<file path="src/rtl/tick_timer_ctrl.sv">
// tick_timer_ctrl
//
// Programmable countdown timer built on a free-running prescaler.
// A countdown of Load_val ticks starts on Start. One Tick is produced
// every PERIOD clocks while running. Done pulses together with the
// final Tick. Pause freezes the prescaler. Abort cancels the countdown.
//
// Parameters
//   PERIOD   clock cycles per tick (>= 2)
//   CW       prescaler width, 2**CW >= PERIOD
//   NW       tick-count width
//
// Ports
//   CLK       in   clock, rising edge
//   Clr       in   synchronous active-high reset
//   Start     in   launch a countdown (sampled in IDLE only)
//   Load_val  in   tick count captured with Start
//   Pause     in   level, freezes the prescaler in RUN/HOLD
//   Abort     in   level, cancels the countdown
//   Tick      out  registered one-cycle pulse per prescaler wrap
//   Done      out  registered one-cycle pulse on completion
//   Busy      out  high in RUN or HOLD
//   Remain    out  registered count of ticks still to elapse
//   State     out  current state encoding (debug)

module tick_timer_ctrl #(
  parameter int PERIOD = 1000000,
  parameter int CW     = 20,
  parameter int NW     = 8
) (
  input  logic          CLK,
  input  logic          Clr,
  input  logic          Start,
  input  logic [NW-1:0] Load_val,
  input  logic          Pause,
  input  logic          Abort,
  output logic          Tick,
  output logic          Done,
  output logic          Busy,
  output logic [NW-1:0] Remain,
  output logic [1:0]    State
);

  typedef enum logic [1:0] {
    IDLE = 2'b00,
    RUN  = 2'b01,
    HOLD = 2'b10,
    DONE = 2'b11
  } state_t;

  localparam logic [CW-1:0] A_LAST = CW'(PERIOD - 1);

  state_t        state_q, state_d;
  logic [CW-1:0] a_q, a_d;
  logic [NW-1:0] remain_q, remain_d;
  logic          tick_q, tick_d;
  logic          done_q, done_d;

  // Next-state logic. Within RUN and HOLD the priority is
  // Abort > Pause > terminal count > increment; Tick and Done default
  // low so they are single-cycle pulses.
  always_comb begin
    state_d  = state_q;
    a_d      = a_q;
    remain_d = remain_q;
    tick_d   = 1'b0;
    done_d   = 1'b0;

    unique case (state_q)
      IDLE: begin
        // A zero-length countdown is ignored entirely.
        if (Start && (Load_val != '0)) begin
          state_d  = RUN;
          a_d      = '0;
          remain_d = Load_val;
        end
      end

      RUN: begin
        if (Abort) begin
          state_d  = IDLE;
          a_d      = '0;
          remain_d = '0;
        end else if (Pause) begin
          // Freeze the prescaler; a pending terminal count is deferred
          // until after resume.
          state_d = HOLD;
        end else if (a_q == A_LAST) begin
          a_d    = '0;
          tick_d = 1'b1;
          if (remain_q != '0) begin
            remain_d = remain_q - NW'(1);
          end
          if (remain_q == NW'(1)) begin
            state_d = DONE;
            done_d  = 1'b1;
          end
        end else begin
          a_d = a_q + CW'(1);
        end
      end

      HOLD: begin
        if (Abort) begin
          state_d  = IDLE;
          a_d      = '0;
          remain_d = '0;
        end else if (!Pause) begin
          // Resume edge does not count; counting restarts next edge.
          state_d = RUN;
        end
      end

      DONE: begin
        state_d = IDLE;
      end

      default: begin
        state_d = IDLE;
      end
    endcase
  end

  // Single state register for FSM, prescaler and registered outputs.
  always_ff @(posedge CLK) begin
    if (Clr) begin
      state_q  <= IDLE;
      a_q      <= '0;
      remain_q <= '0;
      tick_q   <= 1'b0;
      done_q   <= 1'b0;
    end else begin
      state_q  <= state_d;
      a_q      <= a_d;
      remain_q <= remain_d;
      tick_q   <= tick_d;
      done_q   <= done_d;
    end
  end

  assign Tick   = tick_q;
  assign Done   = done_q;
  assign Remain = remain_q;
  assign State  = state_q;
  assign Busy   = (state_q == RUN) || (state_q == HOLD);

endmodule

</file>
<file path="config.mk">
export PLATFORM = sky130hd
export DESIGN_NAME = tick_timer_ctrl
export DESIGN_NICKNAME = d
export VERILOG_FILES = /design/src/rtl/tick_timer_ctrl.sv
export SDC_FILE = /design/constraint.sdc
export NUM_CORES = 1
export LEC_CHECK = 0
export CAP_MARGIN = 25
export CORE_ASPECT_RATIO = 0.5
export CORE_MARGIN = 1.5
export CORE_UTILIZATION = 59
export DETAILED_ROUTE_END_ITERATION = 8
export GPL_TIMING_DRIVEN = 0
export PLACE_DENSITY_LB_ADDON = 0.08
export SYNTH_ARGS = -nofsm -noshare
export SYNTH_HDL_FRONTEND = slang
export SYNTH_SLANG_ARGS = --single-unit
</file>
<file path="constraint.sdc">
create_clock -name CLK -period 5.9 [get_ports CLK]
set_clock_uncertainty 0.15 [all_clocks]
set_input_delay 0.885 -clock CLK [delete_from_list [all_inputs] [get_ports CLK]]
set_output_delay 0.885 -clock CLK [all_outputs]
set_load 0.02 [all_outputs]
</file>
# Yosys cells after proc, flatten, opt, wreduce, memory -nomap -nowiden
# Cells that the tools add are included.
classes:
  n_reduce_logical: 11
  bitwise: 2
  addsub: 2
  eq_ne: 13
  n_mux: 23
op_table:
  columns: ["op", "count"]
  rows:
  - ["$mux 20", 5]
  - ["$pmux 20 s3", 1]
  - ["$mux 8", 6]
  - ["$pmux 8 s3", 1]
  - ["$add 20x1->20 const B", 1]
  - ["$eq 20x20->1 const B", 1]
  - ["$reduce_bool 8->1", 2]
  - ["$mux 2", 7]
  - ["$ne 3x3->1 const B", 4]
  - ["$eq 8x1->1 const B", 1]
  - ["$ne 4x4->1 const B", 2]
  - ["$pmux 2 s4", 1]
  - ["$reduce_and 4->1", 2]
  - ["$sub 8x1->8 const B", 1]
  - ["$reduce_and 6->1", 1]
  - ["$reduce_or 5->1", 1]
  - ["$eq 2x2->1 const B", 2]
  - ["$ne 2x2->1 const B", 2]
  - ["$reduce_or 4->1", 1]
  - ["$reduce_bool 3->1", 1]
  - ["$eq 2x1->1 const B", 1]
  - ["$logic_not 2->1", 1]
  - ["$mux 1", 2]
  - ["$not 1->1", 2]
  - ["other kinds (2)", 2]
totals:
  elab_cells: 56
  out_inout_bits: 13
  reg_bits: 32
  input_bits: 13

# Longest topological paths before layout
# Gate-level depths: netlist (run 1).
logic_depth:
  ltp_word: 6
  mapped_depth: 9
  ltp_nobuf: 7

# Least setup slack after synthesis (run 1)
# OpenSTA, ideal clock, no wires.
synth_timing:
  path_type: "input to register"
  startpoint: "in Load_val[0]"
  endpoint: "reg remain_q[2], in the netlist Remain[2]"
  path_buffers: 1
  required_ns: 5.633
  path_slack_ns: 3.406
  path_stages: 6
  arrival_time_ns: 2.226
  setup_time_ns: 0.117
  cell_sequence: "or4_1 > o21ai_2 > a21o_2 > buf_4 > nor2_2 > a32o_1"
synth_between:
  elab_chain_len: 4
synth_lines:
  columns: ["item", "line_no", "text"]
  rows:
  - ["start, declared", "34", "input logic [NW-1:0] Load_val,"]
  - ["$reduce_bool 8->1", "72", "if (Start && (Load_val != '0)) begin"]
  - ["$logic_and 1x1->1", "72", null]
  - ["$ne 2x2->1 (no line)", null, null]
  - ["$reduce_and 6->1 (no line)", null, null]
  - ["end signal, assigned", "135", "remain_q <= remain_d;"]
  - ["end, declared", "55", "logic [NW-1:0] remain_q, remain_d;"]
# No other way between the ends.
# A chain may end at the register's enable or synchronous reset.

# Final worst setup path (run 1)
layout_timing:
  startpoint: "reg state_q[1], in the netlist State[1]"
  endpoint: "out Busy"
layout_between:
  elab_chain_len: 2
  elab_cells_between_ends: 3
  cone_classes: "eq/ne: 2; reduce/logical: 1"
layout_lines:
  columns: ["item", "line_no", "text"]
  rows:
  - ["start, declared", "53", "state_t state_q, state_d;"]
  - ["start signal, assigned", "133", "state_q <= state_d;"]
  - ["$eq 2x1->1 or $eq 2x2->1 (tied branches)", "145", "assign Busy = (state_q == RUN) || (state_q == HOLD);"]
  - ["$logic_or 1x1->1 (*)", "145", null]
  - ["end, declared", "39", "output logic Busy,"]
# Every way passes the cells marked *; elsewhere a longest branch is shown, timed or not.

==> results of run 1 <==
## registers in the layout, summed over array words and instances, names as in the netlist
| register | cells |
|---|---|
| a_q | 20 |
| Remain | 8 |
| State | 2 |
| Done | 1 |
| Tick | 1 |
## cell type report
cell class                      instances  area, µm²
Multi-Input combinational cell        177       1250
Fill cell                             233        728
Sequential cell                        32        641
Timing Repair Buffer                   25        250
Clock buffer                            8       90.1
Buffer                                 11       78.8
Tap cell                               40       50.0
Inverter                               12       45.0
## power groups by stage
stage	sequential [µW]	combinational [µW]	clock, µW
final	253	220	180
after global routing	255	238	187
after floorplan	268	132	0
after CTS	253	218	179
after global placement	256	211	0
after detailed placement	257	216	0
## cell families after synthesis
kind of cell | count (synthesis) | synth area share
buf+inv | 23 | 0.0614
compound gates | 76 | 0.284
xor+xnor | 10 | 0.0434
fa+ha+maj | 8 | 0.0496
flops | 32 | 0.318
simple gates | 83 | 0.244
## layer usage
layer,wire length [µm],up-vias,share of wire
met2,2320,82,0.46
li1,-,948,-
met4,65,0,0.013
met3,451,11,0.089
met1,2220,904,0.44
met5,0,-,0
## worst max path at each step
stage | from | to | slack (ps) | depth (start not counted)
3_5_place_dp | Load_val[0] | Remain[2] | 2760 | 7
6_report | State[1] | Busy | 2940 | 3
4_1_cts | State[1] | Busy | 2960 | 3
3_3_place_gp | Load_val[0] | Remain[2] | 2770 | 7
5_1_grt | State[1] | Busy | 2830 | 3
2_1_floorplan | Load_val[0] | Remain[2] | 3410 | 6
## critical path, delay by kind of cell, from the launching register on
family     cells  cell delay [ps]
fa+ha+maj      1              440
buf+inv        2              780
flops          1              410
## synth_stat cells, types with 4 or more instances
| master | n |
|---|---|
| o21ai_0 | 5 |
| dfxtp_1 | 32 |
| buf_6 | 4 |
| nand3_1 | 12 |
| or4_1 | 8 |
| nor2_1 | 14 |
| nand2_1 | 11 |
| o31ai_1 | 8 |
| nor3_1 | 4 |
| ha_1 | 8 |
| a21oi_1 | 19 |
| inv_1 | 12 |
| a211oi_1 | 10 |
| xnor2_1 | 8 |
| nand4_1 | 5 |
| a21oi_2 | 11 |
## per-stage QoR
stage | cell area (µm²) | power, µW
after floorplan | 2020 | 401
after global placement | 2320 | 467
after detailed placement | 2320 | 473
after CTS | 2410 | 649
after global routing | 2410 | 681
final | 2410 | 653
==> results_dict.tcl, run 1 <==
set metrics [dict create \
    holdWs_ps 357 \
    die_h_um 44.3 \
    setup_viol 0 \
    synthDistinctLibCells 58 \
    syn_area_um2 2020 \
    outcome "finished, final reports clean" \
    start_util 0.643 \
    area_delta_synth_final_pct 19.4 \
    crit_arrival_ps 1930 \
    met3_usage 0.0690 \
    r2r_cells 8 \
    p_seq_frac 0.387 \
    yosysSeqAreaShare 0.318 \
    synth_edf_count 0 \
    cts-root-buf "clkbuf_8" \
    drc 0 \
    firstDrtPassIters 4 \
    clockPowerShare 0.276 \
    grt_max_degree 11 \
    grt-busiest-layer "met2" \
    gp_congestion 0.827 \
    cpMaxStageDelayCell "clkdlybuf4s50_1" \
    swShare 0.356 \
    async_reset_ff_frac 0 \
    drv_cap 0 \
    grt_use_total 0.291 \
    worstSetupPathType "flip-flop to primary output" \
    setup_ws_ps 2940 \
    cp_max_fo 7 \
    worstPathRequired_ps 4870 \
    cts_buffers 5 \
    critical_path.cell_chain "inv_1, ha_1, clkdlybuf4s50_1" \
    synth_seq_cells 32 \
    insertion_delay_ps 290 \
    vias_per_cell 6.38 \
    instances_no_fill 305 \
    peakVddDrop_mv 0.158 \
    max_freq_ghz 0.338 \
    rr_startpoint "State[1]" \
    dp_hpwl_um 3460 \
    grt_pass1_wl_um 8420 \
    clkTransAtPathRegs_ps 70 \
    p_switching_uw 233 \
    die_w_um 85.7 \
    finish.utilization 0.768 \
    io_buffers 25 \
    fin_nets 285 \
    synth-main-ff-cell "dfxtp_1" \
    h-tree-depth 2 \
    hold_class "flip-flop to flip-flop" \
    drive_gt1_frac 0.147 \
    hold_start "a_q[1]" \
    wl_um 5060 \
    startpoint_type "flip-flop" \
    fin_setup_tns_ps 0 \
    clock-sinks 32 \
    yosys_warnings 0 \
    worstReg2RegEnd "a_q[17]" \
    drt-initial-drc-count 90 \
    min_path_cells 2 \
    synth_area_leader_cell "dfxtp_1" \
    slowest_delay_ps 650 \
    num_vias 1945 \
    powerDensity_nw_per_um2 271 \
    dp_cells 297 \
    syn_area_per_cell_um2 8.69 \
    core_area_um2 3140 \
    p_int_uw 421 \
    diodes 0 \
    grt_util_met1 0.363 \
    met2_usage 0.507 \
    grt_pass1_vias 1770 \
    hold_violations 0 \
    worst_slew_pin_slew_ps 837 \
    rrSetupSlack_ps 3330 \
    layout_commonest_cell "dfxtp_1" \
    finalCritPeriodShare 0.502 \
    clock_path_buffers 2 \
    max-slew-margin-rel 0.428 \
    layout_min_cycle_time_ps 2960 \
    avgRoutedWirePerCell_um 16.6 \
    dieArea_um2 3800 \
    cts_setup_buffers 0 \
    tritoncts "yes" \
    postRouteAntennaNets 0 \
    maxSlewViolCount 0 \
    cts_resized 0 \
    hold_buffers 0 \
    endpoint_kind "primary output" \
    synth_nets 253 \
    hold_path_end "a_q[1]" \
    synth_top_cell_area_share 0.318 \
    antenna_found_initial 0 \
    rows 14 \
    grt_overflow 0 \
    boundaryPins 26 \
    grt_setup_unrepaired "false" \
    ys_top_cells_by_area "dfxtp_1, ha_1, a21oi_2" \
    synth_cells 232 \
    combPwrFrac 0.337 \
    total_leakage_power_uw 0.000767 \
    layout_common_cells "dfxtp_1, clkdlybuf4s50_1, a21oi_1, nor2_1" \
    dp_slack_ps 2760 \
]
Note: power is estimated with default switching activity, not from simulation.
==> run 2, diff against run 1 <==
- CORE_UTILIZATION: 59 -> 50
- clock period: 5.9 -> 2.4 ns (I/O delays scaled with it)
==> run 2 against run 1 <==
Non-clock buffer count up 2. Worst setup slack worse by 2900 ps. Largest cell class unchanged. Global-route usage shrank 5.7 points. Design area rose by 2.3%. Largest power group unchanged. Combinational power grew to 2.5 times the previous value. Via count up 0.57%. Register-to-register slack got worse by 3200 ps. Die area grew 17%. Routed wire length decreased by 0.45%. Sequential share of layout area shrank 0.49 points. Sequential cell count is the same. Critical path type is now input pin to flip-flop.
==> results_dict.tcl, run 2 (synthesis results as in run 1) <==
set metrics [dict create \
    wl_um 5040 \
    io_buffers 25 \
    critPathTopFamily "simple AND/OR/NAND/NOR gates" \
    largest_register_ffs 20 \
    h-tree-depth 2 \
    grt_use_total 0.234 \
    area_delta_synth_final_pct 22.1 \
    avgRoutedWirePerCell_um 15.7 \
    fin_setup_tns_ps 0 \
    worst_slew_pin_slew_ps 729 \
    endpoint_kind "flip-flop" \
    top_layer "met4" \
    dp_slack_ps -224 \
    hold_path_end "a_q[5]" \
    die_h_um 47.9 \
    met2_length_um 2200 \
    startpoint_type "input pin" \
    stdcell_area_um2 2460 \
    gp_congestion 0.838 \
    grt_max_degree 11 \
    r2r_cells 8 \
    clock_path_buffers 2 \
    outcome "finished, final reports clean" \
    regMostFlops "a_q" \
    wl_met1_um 2440 \
    boundaryPins 26 \
    cpMaxStageDelayCell "or4_1" \
    dp_hpwl_um 3460 \
    firstDrtPassIters 4 \
    core_area_um2 3880 \
    dieArea_um2 4450 \
    crit_arrival_ps 2400 \
    finalCritPeriodShare 0.985 \
    drc 0 \
    hold_violations 0 \
    layout_common_cells "dfxtp_1, clkdlybuf4s50_1, a21oi_1, nor2_1" \
    antenna_found_initial 0 \
    grt_overflow 0 \
    drv_cap 0 \
    worstSetupPathType "input pin to flip-flop" \
    p_total_uw 1610 \
    num-fill-cells 346 \
    min_path_cells 2 \
    diodes 0 \
    num_vias 1956 \
    grt_pass1_wl_um 7790 \
    total_leakage_power_uw 0.000793 \
    setup_viol 0 \
    powerDensity_nw_per_um2 652 \
    vias_per_cell 6.09 \
    layout_commonest_cell "dfxtp_1" \
    layout_min_cycle_time_ps 2360 \
    setup_ws_ps 36.2 \
    path_buf_inv 2 \
    worstReg2RegEnd "a_q[17]" \
    postRouteAntennaNets 0 \
    cts-root-buf "clkbuf_8" \
    hold_start "a_q[5]" \
    die_w_um 92.8 \
    grt_setup_unrepaired "false" \
    drive_gt1_frac 0.180 \
    insertion_delay_ps 290 \
    grt_pass1_vias 1611 \
    place_area_um2 2330 \
    rows 16 \
    fin_nets 287 \
    rrSetupSlack_ps 110 \
    worstPathRequired_ps 2440 \
    max-slew-margin-rel 0.502 \
    cts_buffers 5 \
    start_util 0.519 \
    maxSlewViolCount 0 \
    hold_class "flip-flop to flip-flop" \
    critical_path.cell_chain "clkdlybuf4s50_1, or4_1, o21ai_4, a21o_2, buf_4, nor2_2, a32o_1" \
    cp_max_fo 10 \
    wl_met3_um 346 \
    slowest_delay_ps 600 \
    tritoncts "yes" \
    rr_startpoint "State[0]" \
    drt-initial-drc-count 88 \
    max_freq_ghz 0.423 \
    clkTransAtPathRegs_ps 60 \
    clock-sinks 32 \
    peakVddDrop_mv 0.252 \
]
==> run 2: changes by cell type in the layout (fill, tap and decap cells not counted), moves of 2 or more <==
cell | before | now
clkbuf_1 | 5 | 3
dfxtp_1 | 32 | 30
buf_4 | 1 | 3
ha_1 | 8 | 6
ha_2 | 0 | 2
dfxtp_2 | 0 | 2
clkinv_2 | 0 | 2
==> run 2: through the flow <==
step / std cells / utilization / hold slack [ps]
3_5_place_dp: 311 / 0.601 / 339
5_1_grt: 321 / 0.634 / 371
3_3_place_gp: 311 / 0.601 / 324
6_report: 321 / 0.634 / 354
4_1_cts: 319 / 0.625 / 351
2_1_floorplan: 232 / - / 312
==> run 2: what timing repair did <==
item	in CTS	in global routing
buffers inserted	0	2
hold buffers	0	0
endpoints found under the setup margin	0	12
resized for setup	0	7
endpoints found under the hold margin	0	0
==> run 2: where the power goes <==
group / total, µW / leakage [µW] / switching [µW] / internal [µW]
Clock: 432 / 0.0000510 / 204 / 228
Sequential: 624 / 0.000261 / 55.1 / 569
Combinational: 550 / 0.000481 / 311 / 239
==> run 2: per-layer routing <==
| layer | vias to the layer above | global-route usage |
|---|---|---|
| met3 | 7 | 0.0571 |
| met4 | 0 | 0.0909 |
| met2 | 58 | 0.377 |
| met1 | 936 | 0.313 |
| met5 | - | 0 |
| li1 | 955 | - |
==> run 2: area by class of cell <==
class	count	area, µm²	area share
multi-input combinational	177	1270	0.515
sequential	32	643	0.261
timing repair buffer	27	268	0.109
clock buffer	6	82.6	0.0335
buffer	11	78.8	0.0320
tap	54	67.6	0.0274
inverter	12	45.0	0.0183
clock inverter	2	10.0	0.00407
==> run 2: how the worst max path moves through the flow <==
stage | startpoint | endpoint | slack [ps] | cells past startpoint
detailed placement | Load_val[0] | Remain[2] | -220 | 7
CTS | State[0] | Busy | 8 | 3
finish | Load_val[0] | Remain[2] | 40 | 7
global route | Load_val[4] | Remain[7] | 5 | 8
floorplan | State[0] | a_q[8] | 6 | 8
global placement | Load_val[0] | Remain[2] | -220 | 7
==> run 2: worst min-delay path: cells and delay by family (launching register included) <==
kind            cells  cell delay (ps)
compound gates      2              130
flops               1              330
